--- src/rtl/sudoku_pkg.sv ---
// Shared constants, status codes and sequencer state encoding for the
// sudoku pass sequencer slice.
package sudoku_pkg;

  localparam int CELLS  = 81;
  localparam int CELL_W = 4;
  localparam int GRID_W = CELLS * CELL_W;

  typedef enum logic [1:0] {
    ST_SOLVED     = 2'd0,
    ST_STALLED    = 2'd1,
    ST_PASS_LIMIT = 2'd2,
    ST_TIMEOUT    = 2'd3
  } status_e;

  typedef enum logic [2:0] {
    S_IDLE    = 3'd0,
    S_ENG_RST = 3'd1,
    S_RUN     = 3'd2,
    S_CHECK   = 3'd3,
    S_DONE    = 3'd4
  } state_e;

endpackage

--- src/rtl/sudoku_grid_full.sv ---
// Combinational check that every cell of a grid holds a non-zero digit.
module sudoku_grid_full
  import sudoku_pkg::*;
#(
  parameter int N_CELLS = CELLS
) (
  input  logic [0:N_CELLS*CELL_W-1] grid,
  output logic                      full
);

  logic [N_CELLS-1:0] cell_nz;

  for (genvar gi = 0; gi < N_CELLS; gi++) begin : g_cell
    assign cell_nz[gi] = |grid[gi*CELL_W +: CELL_W];
  end

  assign full = &cell_nz;

endmodule

--- src/rtl/sudoku_pass_sequencer.sv ---
// Runs a candidate-elimination engine pass after pass on one puzzle, feeding
// each result back, until solved, stalled, out of passes or timed out.
module sudoku_pass_sequencer
  import sudoku_pkg::*;
#(
  parameter int  CELLS          = 81,
  parameter int  MAX_PASSES     = 16,
  parameter int  TIMEOUT_CYCLES = 4096,
  parameter int  ENG_RST_CYCLES = 2,
  localparam int W              = 4 * CELLS,
  localparam int PW             = $clog2(MAX_PASSES + 1)
) (
  input  logic          clk,
  input  logic          rst,
  input  logic          in_valid,
  output logic          in_ready,
  input  logic [0:W-1]  in_puzzle,
  output logic          eng_rst,
  output logic          eng_start,
  output logic [0:W-1]  eng_puzzle,
  input  logic          eng_completed,
  input  logic [0:W-1]  eng_result,
  output logic          out_valid,
  input  logic          out_ready,
  output logic [0:W-1]  out_puzzle,
  output logic [1:0]    out_status,
  output logic [PW-1:0] out_passes
);

  localparam int TW = $clog2(TIMEOUT_CYCLES + 1);
  localparam int RW = $clog2(ENG_RST_CYCLES + 1);

  state_e        state_q, state_d;
  logic [0:W-1]  work_q, work_d;
  logic [0:W-1]  prev_q, prev_d;
  logic [PW-1:0] passes_q, passes_d;
  logic [TW-1:0] timer_q, timer_d;
  logic [RW-1:0] rcnt_q, rcnt_d;
  logic          in_ready_q, in_ready_d;
  logic          eng_rst_q, eng_rst_d;
  logic          eng_start_q, eng_start_d;
  logic          out_valid_q, out_valid_d;
  logic [0:W-1]  out_puzzle_q, out_puzzle_d;
  status_e       out_status_q, out_status_d;
  logic [PW-1:0] out_passes_q, out_passes_d;
  logic          work_full;

  sudoku_grid_full #(.N_CELLS(CELLS)) u_full (
    .grid (work_q),
    .full (work_full)
  );

  always_comb begin
    state_d      = state_q;
    work_d       = work_q;
    prev_d       = prev_q;
    passes_d     = passes_q;
    timer_d      = timer_q;
    rcnt_d       = rcnt_q;
    out_puzzle_d = out_puzzle_q;
    out_status_d = out_status_q;
    out_passes_d = out_passes_q;

    case (state_q)
      S_IDLE: begin
        if (in_valid && in_ready_q) begin
          work_d   = in_puzzle;
          prev_d   = in_puzzle;
          passes_d = '0;
          rcnt_d   = '0;
          state_d  = S_ENG_RST;
        end
      end
      S_ENG_RST: begin
        if (rcnt_q == RW'(ENG_RST_CYCLES - 1)) begin
          timer_d = '0;
          state_d = S_RUN;
        end else begin
          rcnt_d = rcnt_q + RW'(1);
        end
      end
      S_RUN: begin
        // A completion in the final timer cycle still counts as a good pass.
        if (eng_completed) begin
          work_d   = eng_result;
          passes_d = passes_q + PW'(1);
          state_d  = S_CHECK;
        end else if (timer_q == TW'(TIMEOUT_CYCLES - 1)) begin
          out_puzzle_d = work_q;
          out_status_d = ST_TIMEOUT;
          out_passes_d = passes_q;
          state_d      = S_DONE;
        end else begin
          timer_d = timer_q + TW'(1);
        end
      end
      S_CHECK: begin
        if (work_full || (work_q == prev_q) || (passes_q == PW'(MAX_PASSES))) begin
          out_puzzle_d = work_q;
          out_passes_d = passes_q;
          state_d      = S_DONE;
          if (work_full)             out_status_d = ST_SOLVED;
          else if (work_q == prev_q) out_status_d = ST_STALLED;
          else                       out_status_d = ST_PASS_LIMIT;
        end else begin
          prev_d  = work_q;
          rcnt_d  = '0;
          state_d = S_ENG_RST;
        end
      end
      S_DONE: begin
        if (out_ready) state_d = S_IDLE;
      end
      default: state_d = S_IDLE;
    endcase

    // Outputs are registered from the next state so they line up with it.
    in_ready_d  = (state_d == S_IDLE);
    eng_rst_d   = (state_d != S_RUN);
    eng_start_d = (state_d == S_RUN);
    out_valid_d = (state_d == S_DONE);
  end

  always_ff @(posedge clk or negedge rst) begin
    if (!rst) begin
      state_q      <= S_IDLE;
      work_q       <= '0;
      prev_q       <= '0;
      passes_q     <= '0;
      timer_q      <= '0;
      rcnt_q       <= '0;
      in_ready_q   <= 1'b0;
      eng_rst_q    <= 1'b1;
      eng_start_q  <= 1'b0;
      out_valid_q  <= 1'b0;
      out_puzzle_q <= '0;
      out_status_q <= ST_SOLVED;
      out_passes_q <= '0;
    end else begin
      state_q      <= state_d;
      work_q       <= work_d;
      prev_q       <= prev_d;
      passes_q     <= passes_d;
      timer_q      <= timer_d;
      rcnt_q       <= rcnt_d;
      in_ready_q   <= in_ready_d;
      eng_rst_q    <= eng_rst_d;
      eng_start_q  <= eng_start_d;
      out_valid_q  <= out_valid_d;
      out_puzzle_q <= out_puzzle_d;
      out_status_q <= out_status_d;
      out_passes_q <= out_passes_d;
    end
  end

  assign in_ready   = in_ready_q;
  assign eng_rst    = eng_rst_q;
  assign eng_start  = eng_start_q;
  assign eng_puzzle = work_q;
  assign out_valid  = out_valid_q;
  assign out_puzzle = out_puzzle_q;
  assign out_status = out_status_q;
  assign out_passes = out_passes_q;

endmodule

--- config.mk ---
export PLATFORM = sky130hd
export DESIGN_NAME = sudoku_pass_sequencer
export DESIGN_NICKNAME = d
export VERILOG_FILES = /design/src/rtl/sudoku_pkg.sv /design/src/rtl/sudoku_grid_full.sv /design/src/rtl/sudoku_pass_sequencer.sv
export SDC_FILE = /design/constraint.sdc
export NUM_CORES = 2
export LEC_CHECK = 0
export CAP_MARGIN = 20
export CORE_AREA = 5 5 507 509
export DETAILED_ROUTE_END_ITERATION = 10
export DIE_AREA = 0 0 512 514
export GPL_TIMING_DRIVEN = 0
export PLACE_DENSITY_LB_ADDON = 0.1
export SYNTH_ARGS = -nofsm -noshare
export SYNTH_HDL_FRONTEND = slang
export SYNTH_SLANG_ARGS = --single-unit
--- constraint.sdc ---
create_clock -name clk -period 3.6 [get_ports clk]
set_clock_uncertainty 0.1 [all_clocks]
set_input_delay 0.9 -clock clk [delete_from_list [all_inputs] [get_ports clk]]
set_output_delay 0.9 -clock clk [all_outputs]
set_load 0.1 [all_outputs]
==> run_results.csv <==
group,metric,value,unit
synth,yosysSeqAreaShare,0.4883,
route,drt_iter0_markers,4407,
critical_path,end_kind,"flop",
floorplan,top_level_ports,1312,
timing,fin_ws,-502.9,ps
synth,synth-edff-count,0,
clock_network,cts_tree,"done",
timing,setup_viol,1008,
synth,yosysUniqueCellTypes,47,
critical_path,slowest_stage,"nand4_1",
timing,finalMaxSlewViolations,0,
timing,grt_setup_unrepaired,"true",
synth,synth_most_common_cell,"nand2_1",
synth,synth-seq-cells,1006,
route,routed_wl,393100,µm
synth,avgSynthCellArea,9.207,µm²
grt,grt_overflow,0,
timing,max_freq,0.2437,GHz
timing,holdWs,42.11,ps
route,drt_pass1_iterations,6,
clock_network,clock-sinks,1006,
timing,worstMarginPinSlew,1218,ps
critical_path,slowest_delay,590,ps
timing,final_hold_viol_count,0,
final_layout,synthToLayoutAreaGrowth,55.26,%
clock_network,clockBufferDepth,3,
critical_path,worstReg2RegEnd,"out_puzzle[257]",
synth,synth-main-ff-cell,"dfrtp_1",
floorplan,row_count,185,
synth,yosys-top-cells-count,"nand2_1, dfrtp_1, nor2_1",
route,via_count,53050,
floorplan,core,252500,µm²
grt,grt_usage,0.2841,
timing,finalCriticalPeriod,4103,ps
outcome,violations,"negative setup slack",
clock_network,clk_latency,810,ps
floorplan,start_util,0.2042,
route,drc_errors,0,
clock_network,cts_buffers,139,
synth,synth_top_area_frac,0.4877,
critical_path,critical_path_arrival,4710,ps
grt,grt_pass1_wl,509200,µm
floorplan,die_area,263200,µm²
placement,portBuffers,1311,
flow_run,drv_cap,0,
critical_path,cp-startpoint,"eng_puzzle[237]",
placement,dpl.hpwl,317000,µm
floorplan,die_height,514,µm
synth,synth.largest_area_cell,"dfrtp_1",
critical_path,worstSetupPathType,"reg -> reg",
grt,antenna_found_initial,165,
synth,synth_area_leaders,"dfrtp_1, nand2_1, mux2i_1",
critical_path,crit_end,"out_puzzle[257]",
final_layout,post-route-util,0.3170,
timing,relSlewSlack,0.1852,
critical_path,start_kind,"flop",
timing,period_share,1.140,
route,wl_per_cell,36.47,µm
grt,first_global_vias,52100,
placement,pre_cts_ws,-2232,ps
synth,synth_area,51560,µm²
route,detail-route-antenna-nets,0,
critical_path,path_cells,"xnor2_4 > nand4_1 > nor4_4 > nand4_1 > nor4_4 > buf_6 > and3b_1 > buf_6 > buf_12 > buf_16 > clkbuf_16 > a22oi_1 > o211ai_1",
grt,grt_max_degree,145,
critical_path,rr_worst_depth,13,
synth,async_flop_share,1.000,
critical_path,crit_family,"simple AND/OR/NAND/NOR gates",
clock_network,cts-htree-levels,4,
placement,routabilityCongestion,0.8690,
synth,syn-num-nets,6257,
critical_path,crit_path_max_fanout,9,
critical_path,required,4210,ps
final_layout,nets,7909,
synth,synth_warnings,0,
critical_path,r2r_start,"eng_puzzle[237]",
critical_path,r2r_slack,-500,ps
critical_path,cp.depth,13,
outcome,status,"finished, violations left",
critical_path,path_buf_inv,5,
clock_network,cts_root_buf,"clkbuf_16",
synth,syn_inst,5600,
clock_network,path_clk_slew,60,ps
min_path,hold_path.class,"in -> async",
floorplan,die_x,512,µm
route,viasPerCell,4.921,
final_layout,layout-drive-gt1-share,0.1425,
[worst register-to-register path: cells and delay by family, from the launching register on]
family | cells | cell delay [ps]
and+or+nand+nor | 5 | 1850
buffers and inverters | 5 | 1010
DFF | 1 | 520
xor gates and xnor gates | 1 | 340
AOI/OAI and AO/OA | 2 | 210
[layer usage]
| layer | up-vias | share of wire | track usage | routed length [µm] |
|---|---|---|---|---|
| met5 | - | 0.0013 | 0 | 518 |
| li1 | 23050 | - | - | - |
| met2 | 2260 | 0.48 | 0.4784 | 188900 |
| met4 | 80 | 0.028 | 0.07271 | 10970 |
| met1 | 27190 | 0.42 | 0.3614 | 163800 |
| met3 | 466 | 0.074 | 0.07378 | 28890 |
[area by class of cell]
| class | instances | area (µm²) |
|---|---|---|
| flip-flops and latches | 1006 | 25240 |
| well taps | 3366 | 4212 |
| multi-input cells | 3897 | 25820 |
| clock buffers | 210 | 4070 |
| diodes | 68 | 170.2 |
| repair buffers | 1511 | 16470 |
| clock inverters | 24 | 236.5 |
| fillers | 26060 | 172500 |
| inverters | 296 | 1111 |
| plain buffers | 401 | 2723 |
[sequential cells by signal, summed over array words and instances, names as in the netlist, 2 cells and up]
signal	cells
eng_puzzle	324
out_puzzle	324
prev_q	324
timer_q	13
out_passes	5
passes_q	5
state_q	3
out_status	2
rcnt_q	2
[repair_timing]
action | in CTS | in global routing
gates resized for setup | 406 | 454
endpoints found under the hold margin | 31 | 0
endpoints found under the setup margin | 1285 | 1272
pin swaps | 46 | 147
gates cloned | 4 | 33
buffers inserted | 11 | 13
hold buffers | 3 | 0
[cell usage in the layout (no fill, tap or decap), types with 54 or more instances in the layout]
master	netlist	final
nor4_1	129	71
a22oi_1	295	218
nor2_1	345	344
clkdlybuf4s50_1	0	1302
inv_1	296	296
xnor2_2	0	70
buf_4	10	58
o21ai_0	341	273
o21ai_1	0	63
dfrtp_2	0	54
o211ai_2	140	140
xnor2_1	302	195
diode_2	0	68
mux2i_1	325	325
clkbuf_2	0	56
buf_2	74	61
a31oi_1	327	327
dfrtp_1	1005	951
o211ai_1	151	151
buf_12	0	84
nand2_1	1285	1284
a22oi_2	0	77
clkbuf_16	0	175
nand4_1	87	87
clkbuf_1	291	239
[how the worst min path moves through the flow]
stage	slack (ps)	end	startpoint	cells after the start
detailed placement	410	out_puzzle[194]	out_puzzle[194]	2
global placement	400	out_status[1]	out_status[1]	1
finish	40	prev_q[310]	rst	2
global route	50	out_puzzle[288]	rst	3
CTS	10	out_puzzle[289]	rst	3
floorplan	390	timer_q[1]	timer_q[1]	2
[kinds of logic (layout without fill, tap and decap cells)]
family	after synthesis	in the layout	share of synthesized area
muxes	325	325	0.06309
buffers and inverters	697	2442	0.05370
xor gates and xnor gates	334	334	0.05673
and+or+nand+nor	1891	1891	0.1501
other	0	68	0
AOI/OAI and AO/OA	1343	1343	0.1871
adders and majority gates	4	4	0.0009707
DFF	1006	1006	0.4883
[through the flow]
stage	TNS, ps	cell area (µm²)	std cells
3_5_place_dp	-1599060	71240	10410
5_1_grt	-279750	79970	10750
6_report	-251390	80060	10780
2_1_floorplan	0	51560	5600
4_1_cts	-244450	77820	10670
3_3_place_gp	-	68900	10280
Power is left out: the tool's default activity adds up to more than one toggle a clock period on the data nets, which glitch-free logic cannot reach.
